--- config.mk ---
export PLATFORM = sky130hd
export DESIGN_NAME = lc3b_muldiv_unit_flat
export DESIGN_NICKNAME = d
export VERILOG_FILES = /design/src/rtl/lc3b_muldiv_unit_pkg.sv /design/src/rtl/lc3b_muldiv_unit_if.sv /design/src/rtl/lc3b_muldiv_unit_datapath.sv /design/src/rtl/lc3b_muldiv_unit.sv /design/src/flat_wrapper.sv
export SDC_FILE = /design/constraint.sdc
export NUM_CORES = 1
export LEC_CHECK = 0
export ABC_AREA = 0
export BUFFER_PORTS_ARGS = -buffer_cell sky130_fd_sc_hd__buf_2
export CORE_MARGIN = 2
export CORE_UTILIZATION = 31
export DETAILED_ROUTE_END_ITERATION = 16
export GPL_ROUTABILITY_DRIVEN = 0
export HOLD_SLACK_MARGIN = 0.08
export PLACE_DENSITY_LB_ADDON = 0.1
export SLEW_MARGIN = 10
export SYNTH_ARGS = -nofsm -noshare
export SYNTH_HDL_FRONTEND = slang
export SYNTH_HIERARCHICAL = 1
export SYNTH_SLANG_ARGS = --single-unit
--- constraint.sdc ---
create_clock -name clk -period 4.53 [get_ports clk]
set_clock_uncertainty 0.05 [all_clocks]
set_input_delay 0.2265 -clock clk [delete_from_list [all_inputs] [get_ports clk]]
set_output_delay 0.2265 -clock clk [all_outputs]
set_load 0.1 [all_outputs]
--- src/rtl/lc3b_muldiv_unit_pkg.sv ---
// Shared types for the LC-3b iterative multiply/divide unit.
package lc3b_muldiv_unit_pkg;

  localparam int LC3B_WORD_WIDTH = 16;

  typedef logic [LC3B_WORD_WIDTH-1:0]   lc3b_word;
  typedef logic [2*LC3B_WORD_WIDTH-1:0] lc3b_dword;

  typedef enum logic [1:0] {
    md_idle,
    md_mul,
    md_div,
    md_done
  } lc3b_muldiv_state;

endpackage

--- src/rtl/lc3b_muldiv_unit_if.sv ---
// Request/response bundle between the EX stage (master) and the mul/div unit (slave).
interface lc3b_muldiv_unit_if #(
  parameter int WIDTH = lc3b_muldiv_unit_pkg::LC3B_WORD_WIDTH
) ();

  logic             start;
  logic             op_div;
  logic [WIDTH-1:0] a;
  logic [WIDTH-1:0] b;
  logic             kill;
  logic             busy;
  logic             done;
  logic [WIDTH-1:0] result_lo;
  logic [WIDTH-1:0] result_hi;
  logic             div_zero;

  modport master (
    output start, op_div, a, b, kill,
    input  busy, done, result_lo, result_hi, div_zero
  );

  modport slave (
    input  start, op_div, a, b, kill,
    output busy, done, result_lo, result_hi, div_zero
  );

endinterface

--- src/rtl/lc3b_muldiv_unit_datapath.sv ---
// Operand, accumulator and result registers plus the shift-add / restoring-divide step logic.
// Working registers are separate from the result registers so results stay stable mid-op.
module lc3b_muldiv_unit_datapath
  import lc3b_muldiv_unit_pkg::*;
#(
  parameter int WIDTH = LC3B_WORD_WIDTH,
  parameter int CW    = $clog2(WIDTH)
) (
  input  logic             clk,
  input  logic             reset,
  input  logic             load,
  input  logic [WIDTH-1:0] a,
  input  logic [WIDTH-1:0] b,
  input  logic [CW-1:0]    count,
  input  logic             mul_step,
  input  logic             div_step,
  input  logic             commit,
  input  logic             commit_dz,
  output logic [WIDTH-1:0] result_lo,
  output logic [WIDTH-1:0] result_hi,
  output logic             div_zero
);

  logic [WIDTH-1:0]   op_a;
  logic [WIDTH-1:0]   op_b;
  logic [2*WIDTH-1:0] acc;
  logic [WIDTH-1:0]   rem;
  logic [WIDTH-1:0]   quot;

  logic [2*WIDTH-1:0] addend;
  logic [2*WIDTH-1:0] acc_next;
  logic [WIDTH:0]     rem_shift;
  logic               rem_ge;
  logic [WIDTH-1:0]   rem_next;
  logic [WIDTH-1:0]   quot_next;

  // One radix-2 step of each algorithm; the 17-bit compare keeps the shifted remainder exact.
  always_comb begin
    addend    = '0;
    acc_next  = acc;
    rem_shift = '0;
    rem_ge    = 1'b0;
    rem_next  = rem;
    quot_next = quot;

    addend    = {{WIDTH{1'b0}}, op_a} << count;
    acc_next  = op_b[0] ? (acc + addend) : acc;

    rem_shift = {rem, op_a[WIDTH-1]};
    rem_ge    = (rem_shift >= {1'b0, op_b});
    rem_next  = rem_ge ? (rem_shift[WIDTH-1:0] - op_b) : rem_shift[WIDTH-1:0];
    quot_next = {quot[WIDTH-2:0], rem_ge};
  end

  // Working registers: latch operands on start, then advance one bit per cycle.
  always_ff @(posedge clk) begin
    if (reset) begin
      op_a <= '0;
      op_b <= '0;
      acc  <= '0;
      rem  <= '0;
      quot <= '0;
    end else if (load) begin
      op_a <= a;
      op_b <= b;
      acc  <= '0;
      rem  <= '0;
      quot <= '0;
    end else if (mul_step) begin
      acc  <= acc_next;
      op_b <= op_b >> 1;
    end else if (div_step) begin
      rem  <= rem_next;
      quot <= quot_next;
      op_a <= op_a << 1;
    end
  end

  // Result registers: updated only when an operation completes, held otherwise.
  always_ff @(posedge clk) begin
    if (reset) begin
      result_lo <= '0;
      result_hi <= '0;
      div_zero  <= 1'b0;
    end else begin
      if (load) begin
        div_zero <= 1'b0;
      end
      if (commit_dz) begin
        result_lo <= '1;
        result_hi <= a;
        div_zero  <= 1'b1;
      end else if (commit) begin
        if (div_step) begin
          result_lo <= quot_next;
          result_hi <= rem_next;
        end else begin
          result_lo <= acc_next[WIDTH-1:0];
          result_hi <= acc_next[2*WIDTH-1:WIDTH];
        end
      end
    end
  end

endmodule

--- src/rtl/lc3b_muldiv_unit.sv ---
// EX-stage iterative unsigned multiply/divide unit: FSM, iteration counter and handshake.
// The arithmetic lives in lc3b_muldiv_unit_datapath.
module lc3b_muldiv_unit
  import lc3b_muldiv_unit_pkg::*;
#(
  parameter int WIDTH = LC3B_WORD_WIDTH
) (
  input logic               clk,
  input logic               reset,
  lc3b_muldiv_unit_if.slave bus
);

  localparam int           CW   = $clog2(WIDTH);
  localparam logic [CW-1:0] LAST = CW'(WIDTH - 1);

  lc3b_muldiv_state state_q;
  lc3b_muldiv_state state_d;
  logic [CW-1:0]    count_q;
  logic [CW-1:0]    count_d;

  logic load;
  logic mul_step;
  logic div_step;
  logic commit;
  logic commit_dz;

  // State and iteration counter registers.
  always_ff @(posedge clk) begin
    if (reset) begin
      state_q <= md_idle;
      count_q <= '0;
    end else begin
      state_q <= state_d;
      count_q <= count_d;
    end
  end

  // Next-state and datapath control; kill beats start, and a zero divisor finishes at once.
  always_comb begin
    state_d   = state_q;
    count_d   = count_q;
    load      = 1'b0;
    mul_step  = 1'b0;
    div_step  = 1'b0;
    commit    = 1'b0;
    commit_dz = 1'b0;

    case (state_q)
      md_idle, md_done: begin
        state_d = md_idle;
        if (bus.start && !bus.kill) begin
          load    = 1'b1;
          count_d = '0;
          if (bus.op_div && (bus.b == '0)) begin
            state_d   = md_done;
            commit_dz = 1'b1;
          end else begin
            state_d = bus.op_div ? md_div : md_mul;
          end
        end
      end
      md_mul: begin
        if (bus.kill) begin
          state_d = md_idle;
        end else begin
          mul_step = 1'b1;
          count_d  = count_q + CW'(1);
          if (count_q == LAST) begin
            state_d = md_done;
            commit  = 1'b1;
          end
        end
      end
      md_div: begin
        if (bus.kill) begin
          state_d = md_idle;
        end else begin
          div_step = 1'b1;
          count_d  = count_q + CW'(1);
          if (count_q == LAST) begin
            state_d = md_done;
            commit  = 1'b1;
          end
        end
      end
      default: begin
        state_d = md_idle;
      end
    endcase
  end

  assign bus.busy = (state_q == md_mul) || (state_q == md_div);
  assign bus.done = (state_q == md_done);

  lc3b_muldiv_unit_datapath #(
    .WIDTH (WIDTH),
    .CW    (CW)
  ) u_datapath (
    .clk       (clk),
    .reset     (reset),
    .load      (load),
    .a         (bus.a),
    .b         (bus.b),
    .count     (count_q),
    .mul_step  (mul_step),
    .div_step  (div_step),
    .commit    (commit),
    .commit_dz (commit_dz),
    .result_lo (bus.result_lo),
    .result_hi (bus.result_hi),
    .div_zero  (bus.div_zero)
  );

endmodule

--- src/flat_wrapper.sv ---
// flat-port wrapper written by rule: the top's interface ports become plain ports
module lc3b_muldiv_unit_flat import lc3b_muldiv_unit_pkg::*;
#(
  parameter int WIDTH = LC3B_WORD_WIDTH
)
  (clk, reset, bus_start, bus_op_div, bus_a, bus_b, bus_kill, bus_busy, bus_done, bus_result_lo, bus_result_hi, bus_div_zero);
  lc3b_muldiv_unit_if #(.WIDTH(WIDTH)) bus_i ();
  input logic clk;
  input logic reset;
  input wire logic [$bits(bus_i.start)-1:0] bus_start;
  input wire logic [$bits(bus_i.op_div)-1:0] bus_op_div;
  input wire logic [$bits(bus_i.a)-1:0] bus_a;
  input wire logic [$bits(bus_i.b)-1:0] bus_b;
  input wire logic [$bits(bus_i.kill)-1:0] bus_kill;
  output wire logic [$bits(bus_i.busy)-1:0] bus_busy;
  output wire logic [$bits(bus_i.done)-1:0] bus_done;
  output wire logic [$bits(bus_i.result_lo)-1:0] bus_result_lo;
  output wire logic [$bits(bus_i.result_hi)-1:0] bus_result_hi;
  output wire logic [$bits(bus_i.div_zero)-1:0] bus_div_zero;
  assign bus_i.start = bus_start;
  assign bus_i.op_div = bus_op_div;
  assign bus_i.a = bus_a;
  assign bus_i.b = bus_b;
  assign bus_i.kill = bus_kill;
  assign bus_busy = bus_i.busy;
  assign bus_done = bus_i.done;
  assign bus_result_lo = bus_i.result_lo;
  assign bus_result_hi = bus_i.result_hi;
  assign bus_div_zero = bus_i.div_zero;
  lc3b_muldiv_unit #(.WIDTH(WIDTH)) u_core (.clk(clk), .reset(reset), .bus(bus_i));
endmodule
==> results.sh, run 1 <==
export IMPL_ys_seq_area_share_pct=29.1
export IMPL_pin_count=72
export IMPL_drt_wirelength_per_cell_um=19.9
export IMPL_synth_edf_count=0
export IMPL_critPathRequiredTime_ns=4.79
export IMPL_synth_nets=1308
export IMPL_hold_path_class="input port to flip-flop"
export IMPL_synthDistinctLibCells=72
export IMPL_ys_seq_elements=134
export IMPL_die_x_um=176
export IMPL_min_to="u_core/u_datapath/op_a[14]$_SDFFE_PP0P_"
export IMPL_yosys_area_top_type="dfxtp_1"
export IMPL_setup_tns_ns=0
export IMPL_die_area_um2=31100
export IMPL_drc=0
export IMPL_cts_tree="built"
export IMPL_setup_slack_ns=0.331
export IMPL_pre_cts_slack_ns=0.269
export IMPL_relSlewSlack_pct=44.9
export IMPL_track_usage_pct=21.9
export IMPL_worst_slew_pin_slew_ns=0.826
export IMPL_grt_max_degree=71
export IMPL_fmax_ghz=0.238
export IMPL_coreArea_um2=29500
export IMPL_setup_violations_final=0
export IMPL_htreeDepth=4
export IMPL_slew_violations=0
export IMPL_grt_pass1_wl_mm=51.7
export IMPL_cp_arrival_ns=4.46
export IMPL_synth_warnings=6
export IMPL_grt_pass1_vias=8653
export IMPL_syn_area_per_cell_um2=7.56
export IMPL_r2r_cells=14
export IMPL_portBuffers=71
export IMPL_rr_startpoint="u_core/count_q[0]$_SDFFE_PP0P_"
export IMPL_clock_path_buffers=2
export IMPL_cts_sinks=134
export IMPL_power_mw=3.26
export IMPL_whs_path_depth=3
export IMPL_netlist_area_leader_share_pct=29.1
export IMPL_crit_start="u_core/count_q[0]$_SDFFE_PP0P_"
export IMPL_period_share_pct=92.7
export IMPL_cellLeakagePower_nw=4.35
export IMPL_outcome="finished clean"
export IMPL_dr_pass1_iters=5
export IMPL_p_per_area_nw_per_um2=297
export IMPL_fin_util_pct=37.2
export IMPL_synth_area_um2=9210
export IMPL_fp_row_count=63
export IMPL_fin_nets=1385
export IMPL_grt_overflow=0
export IMPL_fin_hold_ws_ns=0.101
export IMPL_antenna_found_initial=0
export IMPL_cp_start_kind="flip-flop"
export IMPL_cp_end_kind="flip-flop"
export IMPL_cts_clk_slew_worst_paths_ns=0.07
export IMPL_fin_crit_ns=4.20
export IMPL_layout_area_overhead_vs_synth_pct=19.1
export IMPL_crit_path_max_fanout=10
export IMPL_drive_above_1_share_pct=13.5
export IMPL_crit_type="flip-flop to flip-flop"
export IMPL_synthTopCellsByArea="dfxtp_1, a21oi_1, ha_1"
export IMPL_start_util_pct=31.3
export IMPL_vdd_ir_drop_max_v=0.000250
export IMPL_clock_root_buffer="clkbuf_16"
export IMPL_clk_latency_ns=0.44
export IMPL_diodes=0
export IMPL_fp_dieH_um=176
export IMPL_dpl_hpwl_mm=25.5
export IMPL_max_cap_violations=0
export IMPL_first_iter_violations=648
export IMPL_rsz0062_at_grt="no"
export IMPL_cts_inserted_buffers=17
export IMPL_hold_violations=0
export IMPL_cts_setup_buffers=0
export IMPL_wirelength_mm=33.7
export IMPL_antenna_left=0
export IMPL_fillCellCount=3155
export IMPL_vias=9075
export IMPL_async_flop_share_pct=0
export IMPL_vias_per_cell=5.34
export IMPL_syn_instance_count=1218
export IMPL_rr_endpoint="u_core/u_datapath/result_hi[8]$_SDFFE_PP0P_"
export IMPL_synth_main_ff_cell="dfxtp_1"
export IMPL_rrSetupSlack_ns=0.33
export IMPL_hold_start="bus_a[14]"
==> worst max path at each step <==
| stage | to | slack, ns |
|---|---|---|
| floorplan | u_core/u_datapath/result_hi[14]$_SDFFE_PP0P_ | 0.45 |
| global placement | u_core/u_datapath/result_hi[15]$_SDFFE_PP0P_ | 0.30 |
| detailed placement | u_core/u_datapath/result_hi[8]$_SDFFE_PP0P_ | 0.27 |
| CTS | u_core/u_datapath/result_hi[10]$_SDFFE_PP0P_ | 0.24 |
| global route | u_core/u_datapath/result_hi[14]$_SDFFE_PP0P_ | 0.002 |
| finish | u_core/u_datapath/result_hi[8]$_SDFFE_PP0P_ | 0.33 |
==> through the flow <==
stage / std cells / cell area [um^2]
after detailed placement: 1638 / 10100
after floorplan: 1218 / 9210
final: 1698 / 11000
after global routing: 1698 / 11000
after global placement: 1638 / 10100
after CTS: 1698 / 11000
==> cells in the mapped netlist (all sizes together) (17+ instances only) <==
| cell | instances |
|---|---|
| a21oi | 172 |
| nor3 | 17 |
| inv | 40 |
| clkbuf | 61 |
| nor2 | 146 |
| mux2i | 63 |
| buf | 17 |
| a21o | 22 |
| nand2 | 159 |
| xnor2 | 27 |
| o21ai | 63 |
| ha | 51 |
| dfxtp | 134 |
| a211oi | 34 |
==> state kept, by name, indices dropped and copies added (netlist names) <==
| signal | cells |
|---|---|
| u_core/u_datapath/op_a | 16 |
| u_core/u_datapath/op_b | 16 |
| u_core/u_datapath/rem | 16 |
| u_core/u_datapath/acc | 32 |
| u_core/u_datapath/result_lo | 16 |
| u_core/count_q | 4 |
| u_core/state_q | 2 |
| u_core/u_datapath/result_hi | 16 |
| u_core/u_datapath/div_zero | 1 |
| u_core/u_datapath/quot | 15 |
==> per-layer routing <==
layer | share of wire, % | GRT usage [%] | vias to the layer above | wire length [um]
met1 | 46 | 29.0 | 4342 | 15500
met3 | 4.0 | 3.10 | 21 | 1360
li1 | - | - | 4528 | -
met5 | 0 | 0 | - | 0
met2 | 48 | 37.4 | 184 | 16300
met4 | 1.6 | 5.82 | 0 | 525
==> layout by cell type (no fill, tap or decap), drive strengths merged, types with 22 or more instances in the layout <==
master and instances:
a211oi 34, a21o 22, a21oi 172, buf 108, dfxtp 134, dlygate4sd3 28, ha 51, inv 47
mux2i 63, nand2 159, nor2 146, o21ai 63, xnor2 27
==> cell type report <==
cell class | instances | area [um^2] | area share (%)
clock inverters | 14 | 189 | 1.72
clock buffers | 18 | 439 | 4.00
multi-input cells | 965 | 6070 | 55.3
repair buffers | 136 | 938 | 8.55
well taps | 390 | 488 | 4.45
inverters | 41 | 158 | 1.44
flip-flops and latches | 134 | 2690 | 24.5
==> critical path, stage by stage (launching register included) <==
cell and delay (ns):
dfxtp_2 0.46, buf_4 0.21, mux4_2 0.53, mux2i_1 0.20
o22ai_1 0.13, ha_1 0.36, a21o_1 0.23, a2111oi_0 0.36
o21ai_1 0.21, nand3_1 0.17, a31oi_1 0.13, or3_1 0.35
a311oi_1 0.34, a211oi_1 0.09, o221a_2 0.26
==> cell families after synthesis <==
kind of cell | Yosys count | synth area share (%)
compound gates | 395 | 26.9
xor+xnor | 38 | 3.61
fa+ha+maj | 53 | 7.36
buf+inv | 119 | 5.13
flops | 134 | 29.1
mux | 75 | 8.88
simple gates | 404 | 19.0
==> where the power goes <==
group	switching [mW]	internal (mW)	total (mW)
Sequential	0.0221	1.20	1.22
Combinational	0.304	0.204	0.509
Clock	0.631	0.900	1.53
Total	0.958	2.30	3.26
==> repair_timing <==
item	4_1_cts	5_1_grt
endpoints found under the setup margin	0	7
resized for setup	0	3
hold endpoints to repair	31	0
hold buffers	28	0
No activity file was read; power rests on OpenSTA's default activity.
==> inputs of run 2 (changes only) <==
CTS_BUF_LIST = sky130_fd_sc_hd__clkbuf_4   (was unset)
==> run 2 against run 1 <==
Sequential share of layout area increased by 0.49 points. Register-to-register slack about the same. First-iteration DRC count down 6.8%. Critical endpoint unchanged. Final cell count increased by 0.59%. Critical path depth unchanged. Utilization shrank 0.73 points. Worst setup slack better by 0.0028 ns. Fmax hardly changed. Global-route usage down 0.061 points. Total power decreased by 18%. Clock-buffer cell count decreased by 1. Wire length decreased by 0.16%.
==> results.sh, run 2 (synthesized netlist as in run 1, its figures left out) <==
export IMPL_critPathSlowestCell="mux4_2"
export IMPL_vdd_ir_drop_max_v=0.000131
export IMPL_portBuffers=71
export IMPL_wl_met3_mm=1.64
export IMPL_fmax_ghz=0.238
export IMPL_cts_sinks=134
export IMPL_cp_num_cells=14
export IMPL_cp_num_buf_inv=1
export IMPL_grt_pass1_vias=8681
export IMPL_highest_layer="met4"
export IMPL_clkPwrFrac_pct=35.3
export IMPL_max_cap_violations=0
export IMPL_antenna_left=0
export IMPL_outcome="finished clean"
export IMPL_switchingPower_mw=0.876
export IMPL_fp_row_count=63
export IMPL_cts_inserted_buffers=17
export IMPL_cts_tree="built"
export IMPL_layout_commonest_cell="a21oi_1"
export IMPL_first_iter_violations=604
export IMPL_hold_violations=0
export IMPL_slew_violations=0
export IMPL_vias=9174
export IMPL_seqPwrFrac_pct=45.5
export IMPL_grt_max_degree=71
export IMPL_hold_path_class="input port to flip-flop"
export IMPL_drt_met1_wl_mm=15.2
export IMPL_crit_family="compound AO/OA/AOI/OAI gates"
export IMPL_whs_path_depth=3
export IMPL_cellLeakagePower_nw=4.26
export IMPL_cp_end_kind="flip-flop"
export IMPL_vias_per_cell=5.37
export IMPL_track_usage_pct=21.9
export IMPL_dr_pass1_iters=6
export IMPL_fillCellCount=3185
export IMPL_die_x_um=176
export IMPL_period_share_pct=92.6
export IMPL_relSlewSlack_pct=45.5
export IMPL_final_cell_mix="a21oi_1, nand2_1, nor2_1"
export IMPL_start_util_pct=31.3
export IMPL_coreArea_um2=29500
export IMPL_switching_share_pct=32.7
export IMPL_antenna_found_initial=1
export IMPL_layout_area_overhead_vs_synth_pct=16.7
export IMPL_drive_above_1_share_pct=13.4
export IMPL_fin_util_pct=36.5
export IMPL_slowest_delay_ns=0.52
export IMPL_crit_type="flip-flop to flip-flop"
export IMPL_critPathRequiredTime_ns=4.92
export IMPL_p_comb_share_pct=19.2
export IMPL_clock_path_buffers=2
export IMPL_grt_pass1_wl_mm=51.7
export IMPL_cp_arrival_ns=4.59
export IMPL_drt_wirelength_per_cell_um=19.7
export IMPL_wirelength_mm=33.7
export IMPL_fin_crit_ns=4.20
export IMPL_fp_dieH_um=176
export IMPL_die_area_um2=31100
export IMPL_p_per_area_nw_per_um2=249
export IMPL_top_register="u_core/u_datapath/acc"
export IMPL_fin_nets=1394
export IMPL_rsz0062_at_grt="no"
export IMPL_clock_root_buffer="clkbuf_4"
export IMPL_setup_violations_final=0
export IMPL_setup_tns_ns=0
export IMPL_drc=0
export IMPL_cts_clk_slew_worst_paths_ns=0.15
export IMPL_wl_met2_mm=16.2
export IMPL_dpl_hpwl_mm=25.5
export IMPL_htreeDepth=4
export IMPL_worst_slew_pin_slew_ns=0.817
export IMPL_pin_count=72
export IMPL_crit_chain="buf_4 > mux4_2 > mux2i_1 > o22ai_1 > ha_1 > a21o_1 > a2111oi_0 > o21ai_1 > nand3_1 > a31oi_1 > or3_1 > a311oi_1 > a211oi_1 > o221a_2"
export IMPL_largest_reg_flops=32
export IMPL_p_int_mw=1.80
export IMPL_grt_overflow=0
export IMPL_cp_start_kind="flip-flop"
export IMPL_r2r_cells=14
export IMPL_clk_latency_ns=0.58
export IMPL_crit_path_max_fanout=10
## run 2: cell count changes in the layout (fill, tap and decap cells not counted), sizes merged
cell,previous run,this run
clkinv,2,4
clkinvlp,3,2
diode,0,1
clkbuf,18,17
dlygate4sd3,28,37
## run 2: worst paths after layout
kind / slack [ns] / start / endpoint
max: 0.33 / u_core/count_q[0]$_SDFFE_PP0P_ / u_core/u_datapath/result_hi[8]$_SDFFE_PP0P_
min: 0.21 / reset / u_core/u_datapath/result_hi[8]$_SDFFE_PP0P_
max reg2reg: 0.33 / u_core/count_q[0]$_SDFFE_PP0P_ / u_core/u_datapath/result_hi[8]$_SDFFE_PP0P_
min reg2reg: 0.43 / u_core/u_datapath/quot[13]$_SDFFE_PP0P_ / u_core/u_datapath/quot[13]$_SDFFE_PP0P_
## run 2: power by group through the flow
stage,Sequential [mW],Clock [mW],Combinational [mW]
2_1_floorplan,1.24,0,0.345
3_3_place_gp,1.25,0,0.491
3_5_place_dp,1.25,0,0.489
4_1_cts,1.22,0.988,0.515
5_1_grt,1.22,1.03,0.558
6_report,1.22,0.946,0.514
## run 2: what timing repair did
action	4_1_cts	5_1_grt
setup endpoints to repair	0	8
hold buffers	37	0
setup buffers	0	0
hold endpoints to repair	53	0
resized for setup	0	4
## run 2: cell type report
cell class              instances  area [um^2]  share of cell area (%)
inverters                      41          154                    1.43
well taps                     390          488                    4.54
diodes                          1         2.50                  0.0233
multi-input cells             965         6080                    56.5
flip-flops and latches        134         2690                    25.0
clock buffers                  17          128                    1.19
clock inverters                15          193                    1.79
repair buffers                145         1030                    9.56
## run 2: tightest hold or removal path: cells and delay by family
kind                   cells  cell delay (ns)
AOI/OAI and AO/OA          1             0.22
buffers and inverters      2             0.32
## run 2: through the flow
step                hold slack [ns]  instance area (um^2)  instances  power, mW  setup slack, ns
floorplan                     0.246                  9210       1218       1.58            0.453
global placement              0.406                 10100       1638       1.74            0.299
detailed placement            0.413                 10100       1638       1.73            0.269
CTS                           0.156                 10700       1707       2.72            0.211
global route                  0.149                 10800       1708       2.81          0.00602
finish                        0.212                 10800       1708       2.68            0.334
## run 2: routing by layer
layer	GRT usage, %	up-vias
li1	-	4551
met1	28.8	4379
met2	37.4	217
met3	3.62	27
met4	5.10	0
met5	0	-
==> inputs of run 3 (changes only) <==
CORE_MARGIN = unset   (was 2)
==> run 3 against run 2 <==
Critical path depth unchanged. Critical path type unchanged. Worst setup slack lost 0.084 ns. Largest power group unchanged. Die area is 2.3% lower. Largest cell class unchanged.
==> results.sh, run 3 (synthesized netlist as in run 1, its figures left out) <==
export IMPL_cts_inserted_buffers=17
export IMPL_pin_count=72
export IMPL_cts_clk_slew_worst_paths_ns=0.12
export IMPL_vias=9069
export IMPL_setup_slack_ns=0.250
export IMPL_vias_per_cell=5.35
export IMPL_die_x_um=174
export IMPL_max_cap_violations=0
export IMPL_fin_crit_ns=4.28
export IMPL_p_per_area_nw_per_um2=239
export IMPL_grt_max_degree=67
export IMPL_vdd_ir_drop_max_v=0.000184
export IMPL_clock_path_buffers=2
export IMPL_r2r_cells=14
export IMPL_rsz0062_at_grt="no"
export IMPL_drc=0
export IMPL_cp_end_kind="flip-flop"
export IMPL_drive_above_1_share_pct=12.7
export IMPL_layout_area_overhead_vs_synth_pct=15.4
export IMPL_critPathRequiredTime_ns=4.89
export IMPL_power_mw=2.54
export IMPL_cts_setup_buffers=0
export IMPL_coreArea_um2=28900
export IMPL_htreeDepth=4
export IMPL_rrSetupSlack_ns=0.25
export IMPL_crit_start="u_core/count_q[1]$_SDFFE_PP0P_"
export IMPL_grt_overflow=0
export IMPL_cts_sinks=134
export IMPL_cellLeakagePower_nw=4.18
export IMPL_clk_latency_ns=0.58
export IMPL_antenna_left=0
export IMPL_fin_nets=1388
export IMPL_worst_slew_pin_slew_ns=1.01
export IMPL_die_area_um2=30400
export IMPL_start_util_pct=31.8
export IMPL_min_to="u_core/u_datapath/div_zero$_SDFFE_PP0P_"
export IMPL_crit_path_max_fanout=11
export IMPL_layout_commonest_cell="a21oi_1"
export IMPL_track_usage_pct=22.1
export IMPL_cts_tree="built"
export IMPL_crit_type="flip-flop to flip-flop"
export IMPL_setup_violations_final=0
export IMPL_clock_root_buffer="clkbuf_4"
export IMPL_top_register="u_core/u_datapath/acc"
export IMPL_largest_reg_flops=32
export IMPL_fp_dieH_um=174
export IMPL_slew_violations=0
export IMPL_setup_tns_ns=0
export IMPL_fmax_ghz=0.234
export IMPL_antenna_found_initial=1
export IMPL_hold_path_class="input port to flip-flop"
export IMPL_diodes=0
export IMPL_wirelength_mm=33.3
export IMPL_cp_start_kind="flip-flop"
export IMPL_drt_wirelength_per_cell_um=19.7
export IMPL_grt_pass1_vias=8534
export IMPL_grt_pass1_wl_mm=51.1
export IMPL_dr_pass1_iters=5
export IMPL_rr_endpoint="u_core/u_datapath/result_hi[10]$_SDFFE_PP0P_"
export IMPL_period_share_pct=94.5
export IMPL_final_cell_mix="a21oi_1, nand2_1, nor2_1"
export IMPL_fp_row_count=62
export IMPL_rr_startpoint="u_core/count_q[1]$_SDFFE_PP0P_"
export IMPL_whs_path_depth=2
export IMPL_portBuffers=71
export IMPL_hold_start="reset"
export IMPL_relSlewSlack_pct=32.7
export IMPL_cp_arrival_ns=4.64
export IMPL_hold_violations=0
export IMPL_pre_cts_slack_ns=0.174
export IMPL_outcome="finished clean"
export IMPL_dpl_hpwl_mm=25.2
export IMPL_first_iter_violations=811
-- run 3: timing repair --
action	in CTS	in global routing
hold buffers	36	0
endpoints found under the setup margin	0	6
gates resized for setup	0	3
endpoints found under the hold margin	52	0
-- run 3: worst max-delay path by stage --
| stage | depth (start not counted) | endpoint | slack [ns] |
|---|---|---|---|
| 3_3_place_gp | 16 | u_core/u_datapath/result_hi[8]$_SDFFE_PP0P_ | 0.12 |
| 5_1_grt | 15 | u_core/u_datapath/result_hi[8]$_SDFFE_PP0P_ | 0.03 |
| 2_1_floorplan | 16 | u_core/u_datapath/result_hi[14]$_SDFFE_PP0P_ | 0.45 |
| 4_1_cts | 14 | u_core/u_datapath/result_hi[10]$_SDFFE_PP0P_ | 0.14 |
| 6_report | 14 | u_core/u_datapath/result_hi[10]$_SDFFE_PP0P_ | 0.25 |
| 3_5_place_dp | 16 | u_core/u_datapath/result_hi[8]$_SDFFE_PP0P_ | 0.17 |
-- run 3: layout make-up --
class | instances | area, um^2
well taps | 384 | 480
inverters | 41 | 154
flip-flops and latches | 134 | 2690
clock buffers | 19 | 143
clock inverters | 12 | 113
repair buffers | 139 | 981
fillers | 3148 | 18300
multi-input cells | 965 | 6080
-- run 3: layer usage --
layer | global-route usage [%] | wire [um] | vias up
met5 | 0 | 0 | -
met4 | 6.21 | 675 | 0
met3 | 3.67 | 1540 | 38
met2 | 32.4 | 13900 | 253
met1 | 32.8 | 17200 | 4243
li1 | - | - | 4535
-- run 3: stage by stage --
stage	std cells	util [%]	hold WS, ns	instance area [um^2]
final	1694	36.7	0.118	10600
after detailed placement	1627	34.6	0.403	10000
after CTS	1694	36.7	0.0906	10600
after floorplan	1218	-	0.246	9210
after global placement	1627	34.6	0.403	10000
after global routing	1694	36.7	0.105	10600
-- run 3: critical path, cell delays in order (launching register included) --
cell       delay [ns]
dfxtp_2          0.48
mux2_2           0.38
o21ai_0          0.26
nor2_1           0.07
a21oi_1          0.24
nor2_1           0.11
ha_1             0.36
a21o_1           0.23
a31o_2           0.26
a2bb2oi_1        0.30
a31oi_2          0.19
a311oi_2         0.44
xnor2_1          0.16
a2111oi_0        0.50
a311oi_1         0.10
-- run 3: power breakdown --
group | leakage, nW | internal (mW) | switching [mW] | total [mW]
clock | 0.134 | 0.325 | 0.474 | 0.799
sequential | 1.08 | 1.20 | 0.0219 | 1.22
combinational | 2.96 | 0.208 | 0.311 | 0.519
total | 4.18 | 1.73 | 0.807 | 2.54
